==> src/rtl/ofdm_sc_mapper.sv <==
// ofdm_sc_mapper: places preamble and data samples onto 64 IFFT bins, zero-filling null bins.
// Define PILOT_INS_EN to insert fixed pilots on bins 7/21/43/57 of data symbols.
module ofdm_sc_mapper #(
  parameter logic [15:0] LP_P     = 16'h3fff,
  parameter logic [15:0] LP_N     = 16'hc001,
  parameter logic [51:0] LP_SIGN  = 52'h0A605302B3EA6,
  parameter int          LTS_REPS = 2
) (
  input  logic        CLK_I,
  input  logic        RST_I,
  input  logic [31:0] DAT_I,
  input  logic        WE_I,
  input  logic        STB_I,
  input  logic        CYC_I,
  output logic        ACK_O,
  output logic [31:0] DAT_O,
  output logic        CYC_O,
  output logic        STB_O,
  output logic        WE_O,
  input  logic        ACK_I
);
  typedef enum logic [2:0] {S_IDLE, S_PRE, S_DATA, S_PAD, S_END} state_t;
  state_t      state_q, state_d;
  logic [5:0]  bin_q, bin_d, car_q, car_d, bin_inc, car_inc;
  logic [1:0]  rep_q, rep_d;
  logic [31:0] dat_q, dat_d, pil_dat;
  logic        stb_q, stb_d, cyc_o_q, cyc_o_d, cyc_i_q, eof_q, eof_d;
  logic        datin_val, adv, istart, used, pil, take;
  logic [15:0] pil_v;
`ifdef PILOT_INS_EN
  always_comb begin
    pil   = (bin_q == 6'd7) | (bin_q == 6'd21) | (bin_q == 6'd43) | (bin_q == 6'd57);
    pil_v = (bin_q == 6'd57) ? LP_N : LP_P;
  end
`else
  always_comb begin
    pil   = 1'b0;
    pil_v = 16'h0;
  end
`endif
  always_comb begin
    datin_val = WE_I & STB_I & CYC_I;
    adv       = ~(stb_q & ~ACK_I);
    istart    = CYC_I & ~cyc_i_q;
    used      = (bin_q != 6'd0) & ((bin_q < 6'd27) | (bin_q > 6'd37));
    take      = used & ~pil;
    pil_dat   = pil ? {16'h0, pil_v} : 32'h0;
    bin_inc   = bin_q + 6'd1;
    car_inc   = (bin_q == 6'd63) ? 6'd0 : car_q + {5'd0, used};
    ACK_O     = datin_val & adv & (state_q == S_DATA) & take & ~eof_q;
    state_d   = state_q;
    bin_d     = bin_q;
    car_d     = car_q;
    rep_d     = rep_q;
    dat_d     = dat_q;
    stb_d     = stb_q;
    cyc_o_d   = cyc_o_q;
    // a falling CYC_I is remembered so a halted output cannot miss the end of frame
    eof_d     = (state_q == S_IDLE) ? 1'b0 : eof_q | (cyc_i_q & ~CYC_I);
    if (adv) begin
      case (state_q)
        S_IDLE: begin
          stb_d = 1'b0;
          if (istart) begin
            state_d = S_PRE;
            cyc_o_d = 1'b1;
            bin_d   = 6'd0;
            car_d   = 6'd0;
            rep_d   = 2'd0;
          end
        end
        S_PRE: begin
          stb_d = 1'b1;
          dat_d = used ? {16'h0, LP_SIGN[car_q] ? LP_N : LP_P} : 32'h0;
          bin_d = bin_inc;
          car_d = car_inc;
          if (bin_q == 6'd63) begin
            rep_d = rep_q + 2'd1;
            if (rep_q == 2'(LTS_REPS - 1)) state_d = S_DATA;
          end
        end
        S_DATA: begin
          if (eof_q | ~CYC_I) begin
            stb_d   = 1'b0;
            state_d = (bin_q != 6'd0) ? S_PAD : S_END;
          end else if (~take | datin_val) begin
            stb_d = 1'b1;
            dat_d = take ? DAT_I : pil_dat;
            bin_d = bin_inc;
            car_d = car_inc;
          end else begin
            stb_d = 1'b0;
          end
        end
        S_PAD: begin
          stb_d = 1'b1;
          dat_d = pil_dat;
          bin_d = bin_inc;
          car_d = car_inc;
          if (bin_q == 6'd63) state_d = S_END;
        end
        S_END: begin
          stb_d   = 1'b0;
          cyc_o_d = 1'b0;
          state_d = S_IDLE;
        end
        default: state_d = S_IDLE;
      endcase
    end
  end
  always_ff @(posedge CLK_I or posedge RST_I) begin
    if (RST_I) begin
      state_q <= S_IDLE;
      bin_q   <= 6'd0;
      car_q   <= 6'd0;
      rep_q   <= 2'd0;
      dat_q   <= 32'h0;
      stb_q   <= 1'b0;
      cyc_o_q <= 1'b0;
      cyc_i_q <= 1'b1;
      eof_q   <= 1'b0;
    end else begin
      state_q <= state_d;
      bin_q   <= bin_d;
      car_q   <= car_d;
      rep_q   <= rep_d;
      dat_q   <= dat_d;
      stb_q   <= stb_d;
      cyc_o_q <= cyc_o_d;
      cyc_i_q <= CYC_I;
      eof_q   <= eof_d;
    end
  end
  assign DAT_O = dat_q;
  assign STB_O = stb_q;
  assign CYC_O = cyc_o_q;
  assign WE_O  = cyc_o_q;
endmodule

==> config.mk <==
export PLATFORM = sky130hd
export DESIGN_NAME = ofdm_sc_mapper
export DESIGN_NICKNAME = d
export VERILOG_FILES = /design/src/rtl/ofdm_sc_mapper.sv
export SDC_FILE = /design/constraint.sdc
export NUM_CORES = 1
export LEC_CHECK = 0
export BUFFER_PORTS_ARGS = -buffer_cell sky130_fd_sc_hd__buf_2
export CORE_ASPECT_RATIO = 2
export CORE_MARGIN = 5
export CORE_UTILIZATION = 57
export DETAILED_ROUTE_END_ITERATION = 8
export GPL_TIMING_DRIVEN = 0
export PLACE_DENSITY = 0.84
export SLEW_MARGIN = 20
export SYNTH_ARGS = -nofsm -noshare
export SYNTH_HDL_FRONTEND = slang
export SYNTH_SLANG_ARGS = --single-unit
==> constraint.sdc <==
create_clock -name CLK_I -period 4.4 [get_ports CLK_I]
set_input_delay 0.66 -clock CLK_I [delete_from_list [all_inputs] [get_ports CLK_I]]
set_output_delay 0.66 -clock CLK_I [all_outputs]
set_load 0.01 [all_outputs]
==> flow_metrics.env <==
export IMPL_skew_ns=0.00546
export IMPL_cts_htree_levels=2
export IMPL_synthArstFlopShare=1.00
export IMPL_synthCells=320
export IMPL_rows=36
export IMPL_synth_edf_count=0
export IMPL_via_count=2726
export IMPL_dpl_instance_area_mm2=0.00330
export IMPL_setup_worst_path_class="flip-flop to primary output"
export IMPL_power_density_mw_per_mm2=485
export IMPL_fmax_mhz=294
export IMPL_root_buffer="clkbuf_8"
export IMPL_clk_pin_slew_ns=0.10
export IMPL_fp_dieH_um=110
export IMPL_ys_dominant_reg_cell="dfrtp_1"
export IMPL_post_cts_buffers=0
export IMPL_netlist_area_mm2=0.00285
export IMPL_slew_violations=0
export IMPL_fin_area_mm2=0.00339
export IMPL_worstPathRequired_ns=3.74
export IMPL_yosys_cell_types_count=49
export IMPL_grt_setup_unrepaired="false"
export IMPL_maxCapViolations=0
export IMPL_grt_pass1_vias=2761
export IMPL_ant_nets=0
export IMPL_cts_path_max_buffers=2
export IMPL_layout_common_cells="buf_2 (77), dfrtp_1 (52), o21ai_0 (50), nand2_1 (46)"
export IMPL_start_util=0.585
export IMPL_layout_commonest_cell="buf_2"
export IMPL_setup_tns_ns=0
export IMPL_synth_area_per_cell_um2=8.89
export IMPL_dp_final_hpwl_mm=5.62
export IMPL_grt_total_usage=0.244
export IMPL_routabilityCongestion=0.879
export IMPL_fin_crit_sh=0.772
export IMPL_drive_gt1_frac=0.254
export IMPL_dieWidth_um=60.0
export IMPL_route_detailed_wl_per_inst_um=16.2
export IMPL_holdWs_ns=0.325
export IMPL_diodes=0
export IMPL_r2r_slack_ns=1.73
export IMPL_via_per_inst=5.94
export IMPL_grt_max_degree=36
export IMPL_crit_fanout=10
export IMPL_cts_tree="built"
export IMPL_core_area_mm2=0.00486
export IMPL_status="complete, no violations"
export IMPL_critical_path_startpoint_type="flip-flop"
export IMPL_mappedNetlistNets=367
export IMPL_final_core_util=0.697
export IMPL_worst_pin_slew_ns=0.788
export IMPL_drt_pass1_iterations=4
export IMPL_portBuffers=73
export IMPL_setup_viol=0
export IMPL_r2r_end="car_q[5]"
export IMPL_critical_path_endpoint_type="primary output"
export IMPL_pin_count=74
export IMPL_ys_ff_latch=53
export IMPL_regToRegStartpoint="bin_q[0]"
export IMPL_area_growth_pct=19.2
export IMPL_yosysWarnings=0
export IMPL_grt_pass1_wl_mm=12.3
export IMPL_ctsResizeCount=0
export IMPL_antenna_found_initial=0
export IMPL_cts_buffers=5
export IMPL_hold_class="input pin to asynchronous set/reset pin"
export IMPL_worstRegToRegCells=10
export IMPL_fin_crit_ns=3.40
export IMPL_cts_sinks=53
export IMPL_die_area_mm2=0.00659
export IMPL_hold_viol=0
export IMPL_slew_headroom=0.466
export IMPL_irDropWorstVdd_uv=600
export IMPL_wl_mm=7.44
export IMPL_drt_iter0_markers=103
export IMPL_p_leak_uw=0.00153
export IMPL_cp_arrival_ns=2.74
export IMPL_ys_seq_area_frac=0.467
export IMPL_clock_latency_ns=0.32
export IMPL_ctsHoldBuffers=0
export IMPL_final_nets=448
export IMPL_grt_remaining_overflow=0
export IMPL_route_detailed_drc=0
[registers in the layout (all words and copies together) (netlist names)]
register / cells
bin_q: 6
DAT_O: 32
rep_q: 2
CYC_O: 1
cyc_i_q: 1
car_q: 6
eof_q: 1
state_q: 3
STB_O: 1
[critical path: stages, from the launching register on]
cell      delay, ns
dfrtp_1        0.45
ha_1           0.28
o211ai_1       0.30
a21oi_4        0.11
nor3b_1        0.50
clkbuf_1       0.43
and3_1         0.22
buf_2          0.13
[area by class of cell]
type	count	area [um^2]
Buffer	20	92.6
Tap cell	57	71.3
Timing Repair Buffer	74	385
Inverter	12	45.0
Clock buffer	5	68.8
Fill cell	385	1470
Multi-Input combinational cell	235	1380
Clock inverter	3	21.3
Sequential cell	53	1330
[stage by stage]
stage,power [uW],worst slack (ns),std cells
floorplan,1140,1.81,320
global placement,1340,1.40,450
detailed placement,1360,1.38,451
CTS,1650,1.00,459
global route,1760,0.864,459
finish,1650,1.00,459
[synthesized netlist by cell type, types with 2 or more instances]
master | n | area share
a21oi_1 | 20 | 0.035
clkbuf_1 | 12 | 0.016
inv_1 | 12 | 0.016
nand3_1 | 8 | 0.014
and3_1 | 2 | 0.0044
nand2b_1 | 4 | 0.0088
a31oi_1 | 20 | 0.044
nand4_1 | 2 | 0.0044
nand3b_1 | 2 | 0.0053
nor2_1 | 15 | 0.020
buf_2 | 4 | 0.0070
nor3b_1 | 3 | 0.0079
nor4_1 | 2 | 0.0044
nor3_1 | 3 | 0.0053
and2_1 | 3 | 0.0066
o21ai_0 | 50 | 0.088
nor2b_1 | 5 | 0.011
dfrtp_1 | 52 | 0.46
nand2_1 | 46 | 0.061
or2_2 | 2 | 0.0044
o211ai_1 | 5 | 0.013
or3_1 | 4 | 0.0088
ha_1 | 9 | 0.040
o31ai_1 | 8 | 0.021
o32ai_1 | 2 | 0.0062
a211o_1 | 2 | 0.0062
[routing by layer]
metal,up-vias,track usage,wire length [um]
met1,1319,0.269,2660
met5,-,0,0
met4,0,0.106,221
met2,77,0.439,4220
met3,19,0.0458,339
li1,1311,-,-
[cell families (layout without fill, tap and decap cells)]
| logic type | Yosys count | count (layout) | synth area share |
|---|---|---|---|
| AO/OA/AOI/OAI | 118 | 118 | 0.256 |
| AND/OR/NAND/NOR | 106 | 106 | 0.182 |
| flip-flops | 53 | 53 | 0.467 |
| buffers and inverters | 32 | 114 | 0.0484 |
| adder cells (fa/ha/maj) | 9 | 9 | 0.0396 |
| multiplexers | 2 | 2 | 0.00748 |
[where the power goes]
group	switching, uW	total (uW)	internal, uW
Sequential	116	731	615
Combinational	368	627	259
Clock	174	288	113
Total	658	1650	988
[how the worst max path moves through the flow]
stage / start / endpoint / slack, ns / depth (start not counted)
after floorplan: bin_q[0] / ACK_O / 1.81 / 8
after global placement: bin_q[0] / ACK_O / 1.40 / 7
after detailed placement: bin_q[0] / ACK_O / 1.38 / 7
after CTS: bin_q[0] / ACK_O / 1.00 / 7
after global routing: bin_q[0] / ACK_O / 0.86 / 7
final: bin_q[0] / ACK_O / 1.00 / 7
(Power assumes the default switching activity.)
